--- src/rtl/vsm_mem_master.sv ---
// Single-port memory master: turns a level CPU request into a
// setup / strobe / hold access sequence on an 8-word x 4-bit memory.
module vsm_mem_master #(
    parameter int unsigned STROBE_CYCLES = 2,
    parameter int unsigned HOLD_CYCLES   = 1
) (
    input  logic       Clk,
    input  logic       Rst_n,
    input  logic       CpuReq,
    input  logic       CpuWr,
    input  logic [2:0] CpuAddr,
    input  logic [3:0] CpuWData,
    output logic [3:0] CpuRData,
    output logic       CpuAck,
    output logic       Busy,
    output logic [2:0] MemAddr,
    output logic [3:0] Mem_In,
    output logic       ReadMem,
    output logic       WriteMem,
    input  logic [3:0] Mem_Out
);

    // state  | meaning
    // IDLE   | waiting for CpuReq; address/data buses keep last access
    // SETUP  | one cycle of address/data settle, strobes low
    // STROBE | ReadMem or WriteMem high for STROBE_CYCLES cycles
    // HOLD   | strobes low, buses held; CpuAck in the last cycle
    typedef enum logic [1:0] {
        IDLE   = 2'd0,
        SETUP  = 2'd1,
        STROBE = 2'd2,
        HOLD   = 2'd3
    } state_t;

    localparam logic [3:0] STROBE_LOAD = 4'(STROBE_CYCLES - 1);
    localparam logic [3:0] HOLD_LOAD   = 4'(HOLD_CYCLES - 1);

    state_t     state;
    logic [3:0] cnt;
    logic       wr_q;

    // The counter is shared: it times the strobe, then is reloaded for hold.
    always_ff @(posedge Clk or negedge Rst_n) begin
        if (!Rst_n) begin
            state    <= IDLE;
            cnt      <= 4'd0;
            wr_q     <= 1'b0;
            CpuRData <= 4'd0;
            CpuAck   <= 1'b0;
            Busy     <= 1'b0;
            MemAddr  <= 3'd0;
            Mem_In   <= 4'd0;
            ReadMem  <= 1'b0;
            WriteMem <= 1'b0;
        end else begin
            case (state)
                IDLE: begin
                    if (CpuReq) begin
                        wr_q    <= CpuWr;
                        MemAddr <= CpuAddr;
                        Mem_In  <= CpuWData;
                        Busy    <= 1'b1;
                        state   <= SETUP;
                    end
                end
                SETUP: begin
                    cnt      <= STROBE_LOAD;
                    ReadMem  <= ~wr_q;
                    WriteMem <= wr_q;
                    state    <= STROBE;
                end
                STROBE: begin
                    if (cnt == 4'd0) begin
                        ReadMem  <= 1'b0;
                        WriteMem <= 1'b0;
                        if (!wr_q) begin
                            CpuRData <= Mem_Out;
                        end
                        cnt    <= HOLD_LOAD;
                        CpuAck <= (HOLD_LOAD == 4'd0);
                        state  <= HOLD;
                    end else begin
                        cnt <= cnt - 4'd1;
                    end
                end
                HOLD: begin
                    if (cnt == 4'd0) begin
                        CpuAck <= 1'b0;
                        Busy   <= 1'b0;
                        state  <= IDLE;
                    end else begin
                        cnt    <= cnt - 4'd1;
                        CpuAck <= (cnt == 4'd1);
                    end
                end
                default: state <= IDLE;
            endcase
        end
    end

endmodule

--- config.mk ---
export PLATFORM = sky130hd
export DESIGN_NAME = vsm_mem_master
export DESIGN_NICKNAME = d
export VERILOG_FILES = /design/src/rtl/vsm_mem_master.sv
export SDC_FILE = /design/constraint.sdc
export NUM_CORES = 1
export LEC_CHECK = 0
export ABC_CLOCK_PERIOD_IN_PS = 4400
export CAP_MARGIN = 20
export CORE_MARGIN = 2
export CORE_UTILIZATION = 53
export CTS_BUF_LIST = sky130_fd_sc_hd__clkbuf_8
export CTS_CLUSTER_SIZE = 25
export DETAILED_ROUTE_END_ITERATION = 10
export PLACE_DENSITY = 0.95
export SLEW_MARGIN = 20
export SYNTH_ARGS = -nofsm -noshare
export SYNTH_HDL_FRONTEND = slang
export SYNTH_SLANG_ARGS = --single-unit
--- constraint.sdc ---
create_clock -name Clk -period 4.4 [get_ports Clk]
set_input_delay 0.88 -clock Clk [delete_from_list [all_inputs] [get_ports Clk]]
set_output_delay 0.88 -clock Clk [all_outputs]
set_load 0.03 [all_outputs]
---- Yosys cells after proc, flatten, opt, wreduce, memory -nomap -nowiden ----
Index checks and enable logic that the tools add are counted.
cells by class
  add/subtract/negate cells ............... 1
  eq/ne operators ......................... 8
  mux-type cells .......................... 15
  bitwise operators ....................... 1
  reductions and logical operators ........ 13
operator list
  operator             count
  $pmux 4 s3           1
  $reduce_and 3->1     3
  $mux 4               2
  $ne 2x2->1 const B   4
  $pmux 1 s2           4
  $pmux 2 s4           1
  $reduce_and 2->1     4
  $mux 2               3
  $reduce_bool 2->1    3
  $eq 2x2->1 const B   2
  $eq 4x1->1 const B   1
  $logic_not 4->1      1
  $mux 1               4
  $sub 4x1->4 const B  1
  $reduce_bool 3->1    1
  $eq 2x1->1 const B   1
  $logic_not 2->1      1
  $not 1->1            1
storage, ports and cells
  bits in registers ....................... 22
  input bits .............................. 15
  logic and storage cells ................. 48

---- Longest topological paths before layout ----
Gate-level depths: netlist of the first run.
  depth after elaboration ................. 3
  depth in mapped cells ................... 6
  gate-level depth less buffers ........... 5

---- Worst setup path before layout of the first run ----
No wires, ideal clock.
  path kind ............................... register to register
  start ................................... reg cnt[0]
  end ..................................... reg CpuRData[0]
  data arrival time ....................... 1.483 ns
  data required time ...................... 4.275 ns
  setup slack ............................. 2.792 ns
  stages on the path, launching flop included .. 7
  path buffers ............................ 1
  clock period less this slack ............ 1.608 ns
  cells stage by stage .................... dfrtp_1 > inv_1 > ha_1 > nor3b_4 > and3_1 > buf_6 > mux2_4
on the way
  cells in the longest elaborated chain, start to end .. 2
RTL lines
  what                        RTL line  RTL
  start, declared             39        logic [3:0] cnt;
  start signal, assigned      83        cnt <= cnt - 4'd1;
  start signal, assigned      92        cnt <= cnt - 4'd1;
  $logic_not 4->1             73        if (cnt == 4'd0) begin
  $reduce_and 3->1 (no line)  -
  end signal, assigned        77        CpuRData <= Mem_Out;
  end, declared               13        output logic [3:0] CpuRData,
No other way between the ends.
A chain may end at the register's enable or synchronous reset.

---- Final worst setup path of the first run ----
  start ................................... reg CpuAck
  end ..................................... out CpuAck
RTL lines
  what                    RTL line  RTL
  start, declared         14        output logic CpuAck,
  start signal, assigned  80        CpuAck <= (HOLD_LOAD == 4'd0);
  start signal, assigned  93        CpuAck <= (cnt == 4'd1);
No word-level cell between the ends.

==> results of run 1 <==
cells in the mapped netlist, types with 2 or more instances:
library cell	number	area (sq um)
o21ai_0	4	20.02
dfrtp_1	22	550.5
a21oi_1	4	20.02
nor2_1	2	7.510
mux2i_1	3	30.03
o22ai_1	2	12.51
a22o_1	2	17.52
nand2_1	5	18.77
inv_1	9	33.78
nor3_1	2	10.01
mux2_2	9	101.4
nand3_1	3	15.01
clkbuf_1	2	7.510
ha_1	8	100.1
mux2_4	4	60.06
worst max-delay path by stage:
| stage | end | slack, ns | cells past startpoint |
|---|---|---|---|
| after floorplan | CpuRData[0] | 2.79 | 6 |
| after global placement | MemAddr[0] | 2.30 | 3 |
| after detailed placement | Mem_In[0] | 2.22 | 3 |
| after CTS | CpuAck | 2.16 | 1 |
| after global routing | CpuAck | 2.12 | 1 |
| final | CpuAck | 2.16 | 1 |
flip-flops by register name (all words and copies together) (netlist names):
register  cells
CpuRData      4
Mem_In        4
cnt           4
MemAddr       3
state         2
Busy          1
CpuAck        1
ReadMem       1
WriteMem      1
wr_q          1
routing by layer:
| metal | vias to the layer above | share of wire | track usage |
|---|---|---|---|
| met5 | - | 0 | 0 |
| met4 | 0 | 0.023 | 0.1065 |
| met3 | 7 | 0.063 | 0.03939 |
| met2 | 44 | 0.53 | 0.4035 |
| met1 | 424 | 0.38 | 0.2559 |
| li1 | 391 | - | - |
cell usage in the layout, fill, tap and decap left out, types with 3 or more instances in the layout:
master,n
clkdlybuf4s50_1,29
dfrtp_1,22
inv_1,9
mux2_2,9
ha_1,8
nand2_1,5
o21ai_0,4
a21oi_1,4
mux2_4,4
clkbuf_8,4
mux2i_1,3
nand3_1,3
power by group:
part	switching, uW	internal, uW	total, uW
sequential	71.1	300	371
clock	65.4	79.9	145
combinational	378	313	691
total	515	693	1210
kinds of logic after synthesis:
logic type / count (synthesis)
AO/OA/AOI/OAI: 18
AND/OR/NAND/NOR: 18
adder cells (fa/ha/maj): 8
buffers and inverters: 13
multiplexers: 16
flip-flops: 22
worst reg2reg max path, stage by stage, from the launching register on:
cell and delay (ns):
dfrtp_1 0.41, inv_1 0.13, ha_1 0.40, nor2_1 0.17
o21ai_0 0.27, mux2_2 0.39
through the flow:
step                      power [uW]  instance area (sq um)
after floorplan                820.4                   1126
after global placement          1012                   1426
after detailed placement        1045                   1426
after CTS                       1205                   1481
after global routing            1278                   1481
final                           1208                   1481
area by class of cell:
type	instances	area (sq um)
clock buffers	4	55.05
fillers	126	500.5
inverters	9	33.78
multi-input cells	60	518.0
flip-flops and latches	22	550.5
well taps	27	33.78
repair buffers	29	290.3
==> out/qor.csv, run 1 <==
stage;metric;value;unit
critical_path;max_stage_delay;0.69;ns
critical_path;critPathLaunchType;flip-flop;
logic_synthesis;synth_cells;95;
logic_synthesis;ys_seq_area_frac;0.4889;
critical_path;arrival;1.36;ns
logic_synthesis;yosysWarnings;0;
critical_path;rr_startpoint;state[0];
logic_synthesis;synth_top_family_by_area;multiplexers;
floorplanning;core.rowCount;16;
global_route;overflow;0;
critical_path;cpMaxStageDelayCell;clkdlybuf4s50_1;
min_path;min_path_cells;1;
clock_tree;cts.sinks;22;
logic_synthesis;synth_nets;118;
sta;min_period;2.237;ns
finish;n_antenna_cell;0;
place;placed_cells;147;
finish;drive_gt1_frac;0.1532;
finish;area_delta_synth_final;31.56;%
pwr;leakagePower;0.0006588;uW
critical_path;cp-startpoint;CpuAck;
floorplanning;core-area;1982;sq um
clock_tree;cts.clk_slew.worst_paths;0.08;ns
critical_path;cp_data_required_time;3.52;ns
floorplanning;ioPinCount;30;
finish;stdcell_count;151;
floorplanning;die-height;50.10;um
clock_tree;cts_root_buffer;clkbuf_8;
critical_path;worst-setup-path-type;reg2out;
place;hpwlAfterDp;1692;um
sta;fin_setup_tns;0;ns
logic_synthesis;syn_area;1126;sq um
sta;worst_slew_pin_slew;0.9493;ns
critical_path;cpLargestDelayFamily;buffers and inverters;
clock_tree;cts_buffer_depth;2;
min_path;hp-class;reg2reg;
critical_path;r2r_slack;2.50;ns
route;first_iter_violations;24;
logic_synthesis;synthMuxAreaShare;0.1700;
logic_synthesis;syn_area_per_cell;11.85;sq um
place;port_buffers;29;
job;drv_cap;0;
logic_synthesis;synth-edff-count;0;
floorplanning;dieArea;2510;sq um
global_route;grt_pass1_wl;4153;um
global_route;grt_start_max_net_pins;23;
logic_synthesis;synth_adder_area_share;0.08889;
logic_synthesis;synth_compound_area_frac;0.1067;
pwr;power_density;815.2;nW/um^2
global_route;antenna_found_initial;0;
finish;nets;148;
logic_synthesis;ys_ff_latch;22;
global_route;grt_pass1_vias;883;
sta;fin_hold_ws;0.5057;ns
place;dpl_worst_slack;2.221;ns
sta;setup_viol;0;
critical_path;critical_path.cell_chain;clkdlybuf4s50_1;
clock_tree;cts_resized;0;
route;detail_route.wl_per_cell;16.63;um
place;gp_congestion;0.8610;
sta;hold_violations;0;
status;status;complete, no violations;
critical_path;critPathBufInv;1;
global_route;grt_usage;0.2256;
min_path;hp-start;Mem_In[3];
route;wirelength;2511;um
finish;finish.utilization;0.7475;
sta;skew;0.004564;ns
logic_synthesis;ys_async_sr_fraction;1.000;
floorplanning;die_x;50.10;um
clock_tree;insertion_delay;0.27;ns
sta;max_freq;0.4470;GHz
clock_tree;cts_buffers;3;
sta;finalCritPeriodShare;0.5084;
clock_tree;hold_buffers;0;
min_path;hold_end;Mem_In[3];
critical_path;worst_setup_path_end_kind;output port;
logic_synthesis;synth_cell_types;29;
sta;slew_viol_final;0;
clock_tree;cts_htree_levels;1;
route;drcViolationCount;0;
critical_path;cp_max_fo;4;
clock_tree;cts_tree;yes;
clock_tree;postCtsSetupBuffers;0;
route;ant_nets;0;
logic_synthesis;synthFlopType;dfrtp_1;
route;num_vias;866;
logic_synthesis;synth_xor_area_frac;0;
sta;rsz0062_at_grt;no;
floorplanning;initial_utilization;0.5682;
critical_path;worst_r2r_endpoint;state[1];
route;dr.pass1.iters;4;
route;via_per_inst;5.735;
sta;fin_ws;2.163;ns
critical_path;rr_worst_depth;5;
sta;slew-limit-headroom;0.3651;
pwr;peakVddDrop;0.4645;mV
logic_synthesis;synth-simple-area-share;0.09444;
Power figures use the tool's default switching activity.
==> run 2, diff against run 1 <==
--- a/config.mk
+++ b/config.mk
@@ -5,14 +5,14 @@
 export SDC_FILE = /design/constraint.sdc
 export NUM_CORES = 1
 export LEC_CHECK = 0
-export ABC_CLOCK_PERIOD_IN_PS = 4400
+export ABC_CLOCK_PERIOD_IN_PS = 2200
 export CAP_MARGIN = 20
 export CORE_MARGIN = 2
-export CORE_UTILIZATION = 53
+export CORE_UTILIZATION = 49
 export CTS_BUF_LIST = sky130_fd_sc_hd__clkbuf_8
 export CTS_CLUSTER_SIZE = 25
 export DETAILED_ROUTE_END_ITERATION = 10
-export PLACE_DENSITY = 0.95
+export PLACE_DENSITY = 0.93
 export SLEW_MARGIN = 20
 export SYNTH_ARGS = -nofsm -noshare
 export SYNTH_HDL_FRONTEND = slang
==> constraint.sdc (replaced) <==
create_clock -name Clk -period 2.2 [get_ports Clk]
set_input_delay 0.44 -clock Clk [delete_from_list [all_inputs] [get_ports Clk]]
set_output_delay 0.44 -clock Clk [all_outputs]
set_load 0.03 [all_outputs]
==> out/qor.csv, run 2 (synthesis results as in run 1) <==
stage;metric;value;unit
status;status;complete, no violations;
min_path;hp-class;reg2reg;
min_path;hold_end;MemAddr[1];
pwr;leakagePower;0.0006636;uW
place;dpl_worst_slack;0.3288;ns
sta;min_period;1.882;ns
critical_path;rr_startpoint;cnt[0];
clock_tree;cts_tree;yes;
critical_path;max_stage_delay;0.41;ns
clock_tree;cts_resized;0;
clock_tree;cts.clk_slew.worst_paths;0.08;ns
sta;skew;0.001723;ns
critical_path;cpMaxStageDelayCell;dfrtp_1;
critical_path;rr_worst_depth;5;
route;ant_nets;0;
clock_tree;postCtsSetupBuffers;0;
sta;worst_slew_pin_slew;0.3826;ns
global_route;grt_pass1_wl;3905;um
global_route;overflow;0;
place;gp_congestion;0.7254;
finish;area_delta_synth_final;32.33;%
place;port_buffers;29;
finish;reg_top3;CpuRData (4), Mem_In (4), cnt (4);
sta;slew_viol_final;0;
floorplanning;initial_utilization;0.5140;
finish;nets;149;
sta;fin_setup_tns;0;ns
pwr;intPower;1385;uW
sta;finalCritPeriodShare;0.8553;
pwr;power_frac_comb;0.568;
route;drcViolationCount;0;
min_path;hp-start;MemAddr[1];
critical_path;critical_path.cell_chain;inv_1, ha_1, nor3b_4, and3_1, mux2_4;
pwr;pwr-share-clk;0.120;
route;via_per_inst;5.353;
clock_tree;insertion_delay;0.26;ns
critical_path;worst-setup-path-type;reg2reg;
place;hpwlAfterDp;1853;um
floorplanning;dieArea;2698;sq um
route;dr.pass1.iters;4;
critical_path;critPathLaunchType;flip-flop;
pwr;power_density;1596;nW/um^2
pwr;p_switching;993.2;uW
critical_path;cp_max_fo;7;
critical_path;r2r_slack;0.32;ns
route;wirelength;2380;um
pwr;p_sw_frac;0.4177;
clock_tree;cts_buffer_depth;2;
finish;layout_common_cells;clkdlybuf4s50_1, dfrtp_1, inv_1, mux2_2, ha_1;
global_route;antenna_found_initial;0;
finish;drive_gt1_frac;0.1600;
global_route;grt_usage;0.1978;
min_path;min_path_cells;1;
floorplanning;die_x;51.94;um
pwr;peakVddDrop;0.8088;mV
critical_path;worst_setup_path_end_kind;flip-flop;
sta;setup_viol;0;
critical_path;cp_data_required_time;2.35;ns
route;detail_route.wl_per_cell;15.56;um
global_route;grt_pass1_vias;871;
clock_tree;hold_buffers;0;
sta;fin_ws;0.3184;ns
clock_tree;cts_buffers;3;
clock_tree;cts_htree_levels;1;
sta;slew-limit-headroom;0.7443;
critical_path;arrival;2.03;ns
job;drv_cap;0;
floorplanning;die-height;51.94;um
route;first_iter_violations;17;
route;num_vias;819;
global_route;grt_start_max_net_pins;23;
sta;max_freq;0.5315;GHz
critical_path;worst_r2r_endpoint;CpuRData[1];
finish;n_antenna_cell;0;
floorplanning;ioPinCount;30;
sta;rsz0062_at_grt;no;
floorplanning;core.rowCount;17;
floorplanning;core-area;2191;sq um
clock_tree;cts.sinks;22;
pwr;seqPwrFrac;0.312;
clock_tree;cts_root_buffer;clkbuf_8;
finish;layout_commonest_cell;clkdlybuf4s50_1;
sta;hold_violations;0;
-- run 2: metrics by stage --
step,power [uW],cell area (sq um),cells,hold WS (ns),utilization
after global routing,2537,1490,153,0.5276,0.6802
after floorplan,1641,1126,95,0.1444,-
after CTS,2393,1490,153,0.5152,0.6802
final,2378,1490,153,0.5138,0.6802
after detailed placement,2100,1435,149,0.4987,0.6551
after global placement,2030,1435,149,0.4878,0.6551
-- run 2: cell type report --
type	instances	area (sq um)
fill	140	700.7
timing repair buffer	30	297.8
sequential	22	550.5
tap	28	35.03
multi-input combinational	60	518.0
clock buffer	4	55.05
inverter	9	33.78
-- run 2: how the worst max path moves through the flow --
stage	start	endpoint	slack [ns]	depth (start not counted)
floorplan	cnt[0]	CpuRData[0]	0.59	6
finish	cnt[0]	CpuRData[1]	0.32	5
CTS	cnt[0]	CpuRData[0]	0.31	5
detailed placement	cnt[0]	CpuRData[0]	0.33	5
global route	cnt[0]	CpuRData[0]	0.18	5
global placement	cnt[0]	CpuRData[0]	0.40	5
-- run 2: power by group through the flow --
| stage | combinational, uW | sequential, uW | clock, uW |
|---|---|---|---|
| CTS | 1360 | 740 | 290 |
| finish | 1350 | 741 | 286 |
| global placement | 1300 | 725 | 0 |
| floorplan | 649 | 992 | 0 |
| global route | 1460 | 764 | 312 |
| detailed placement | 1350 | 751 | 0 |
-- run 2: routing by layer --
metal  vias up  track usage  wire length, um
met3         7      0.02586               91
met2        22       0.3650             1297
met1       399       0.2164              926
met4         0       0.1053               65
met5         -            0                0
li1        391            -                -
-- run 2: worst max-delay path: cells and delay by family (launching register included) --
family                     cells  cell delay, ns
adders and majority gates      1            0.19
and+or+nand+nor                2            0.71
muxes                          1            0.34
buffers and inverters          1            0.13
DFF                            1            0.41
==> edit (config.mk and constraints of run 2) <==
Re-encode `state_t` (4 states) as one-hot, 4 bits wide.
--- a/src/rtl/vsm_mem_master.sv
+++ b/src/rtl/vsm_mem_master.sv
@@ -25,11 +25,11 @@
     // SETUP  | one cycle of address/data settle, strobes low
     // STROBE | ReadMem or WriteMem high for STROBE_CYCLES cycles
     // HOLD   | strobes low, buses held; CpuAck in the last cycle
-    typedef enum logic [1:0] {
-        IDLE   = 2'd0,
-        SETUP  = 2'd1,
-        STROBE = 2'd2,
-        HOLD   = 2'd3
+    typedef enum logic [3:0] {
+        IDLE   = 4'b0001,
+        SETUP  = 4'b0010,
+        STROBE = 4'b0100,
+        HOLD   = 4'b1000
     } state_t;
 
     localparam logic [3:0] STROBE_LOAD = 4'(STROBE_CYCLES - 1);
Check against the original RTL: no difference found for any inputs over 10 cycles, from zero or initial values and one cycle with Rst_n low; not proved beyond that.
==> edit against run 2 <==
  * Synthesized area is 2.6% higher
  * Sequential cell count rose by 2
  * Worst setup slack got worse by 0.014 ns
  * Die area is 2.3% higher
  * Clock power grew 5%
  * Synthesized cell count fell by 1.1%
  * Power decreased by 24%
  * Final area grew 3.1%
  * Combinational power fell by 41%
  * Highest routed layer unchanged
  * Global-route usage up 1.9 points
  * Critical path type unchanged
  * Wire length grew 3.9%
  * Via count grew 5.0%
  * First-iteration DRC count fell by 76%
==> edit: results (changes against run 2) <==
run status=finished clean; Worst VDD drop=0.8105 mV (+0.21%); Worst Setup EP=CpuRData[0]; CTS Hold Bufs=0 (unchanged); Layout Nets=146 (-2.0%); initial antenna violation count=0 (unchanged); Mapped Nets=112 (-5.1%); clk_skew=0.004571 ns (+0.002848 ns); endpoint of the worst hold path=Mem_In[2]; placement-stage worst setup slack=0.2487 ns (-0.08013 ns); crit share post-route=86.14% (+0.62 points); DPL Wire Length=1.857 mm (+0.21%); initial drt markers=4 (-13); final wirelength=2.474 mm (+3.9%); hold path startpoint=Mem_In[2]; Via Count=860 (+5.0%); critical path data arrival time=2.05 ns (+0.02 ns); Worst Path Max Fanout=7 (unchanged); Leakage=0.6420 nW (-3.3%); clk_lat worst skew=0.27 ns; Area contributors post-synth=dfrtp_1 50%, mux2_2 12%, ha_1 3.3%; worst hold slack=0.5107 ns (-0.003066 ns); combinational share of power=43.7% (-13 points); FF-to-FF Start=cnt[0]; R2R depth=6 (+1); Sw Ratio=38.07% (-3.7 points); share of cells above drive strength 1=20.47% (+4.5 points); vias in the first global route=893 (+2.5%); largest net degree at the start of global routing=25 (+8.7%); post-synthesis cell type count=33 (+14%); most common library cells after synthesis=23 x dfrtp_1, 12 x mux2_2, 6 x nand2_1; first-pass GRT wire length=4.153 mm (+6.4%); gpl congestion=0.8606 (+19%); Rel. slew slack=69.51% (-4.9 points); sequential area share after synthesis=52.11% (+3.2 points); GRT Total Usage=21.65% (+1.9 points); DR pass1 iterations=4 (unchanged); sequential share of power=39.8% (+8.6 points)
edit: cell count changes after synthesis, moves of 3 or more:
cell     change
ha_1         -5
inv_1        -6
mux2_4       -4
mux2_2       +3
a21oi_1      -3
edit: layer usage:
layer  share of wire [%]  up-vias  GRT usage (%)
li1                    -      406              -
met1                  39      421          24.16
met2                  52       29          37.50
met3                 8.0        4          8.000
met4                 1.2        0          7.692
met5                   0        -              0
edit: cell families after synthesis:
logic type | Yosys count | synth area share (%)
AOI/OAI and AO/OA | 14 | 8.342
xor gates and xnor gates | 2 | 1.517
adders and majority gates | 3 | 3.251
buffers and inverters | 6 | 2.817
DFF | 24 | 52.11
muxes | 13 | 12.57
and+or+nand+nor | 32 | 19.39
edit: cell type report:
cell class / count / area, um^2
Tap cell: 28 / 35.03
Sequential cell: 24 / 601.8
Clock buffer: 4 / 55.05
Multi-Input combinational cell: 64 / 520.5
Fill cell: 174 / 675.6
Inverter: 3 / 11.26
Timing Repair Buffer: 32 / 312.8
edit: worst max-delay path, stage by stage (launching register included):
cell and delay (ns):
dfrtp_1 0.46, inv_1 0.16, ha_1 0.27, nor3b_4 0.26
nand2_2 0.12, nor2_4 0.16, mux2_2 0.35
edit: through the flow:
stage / power, mW / utilization, % / cells / instance area [um^2]
floorplan: 1.198 / - / 94 / 1155
global placement: 1.480 / 66.97 / 151 / 1481
detailed placement: 1.523 / 66.97 / 151 / 1481
CTS: 1.824 / 69.46 / 155 / 1536
global route: 1.907 / 69.46 / 155 / 1536
finish: 1.810 / 69.46 / 155 / 1536
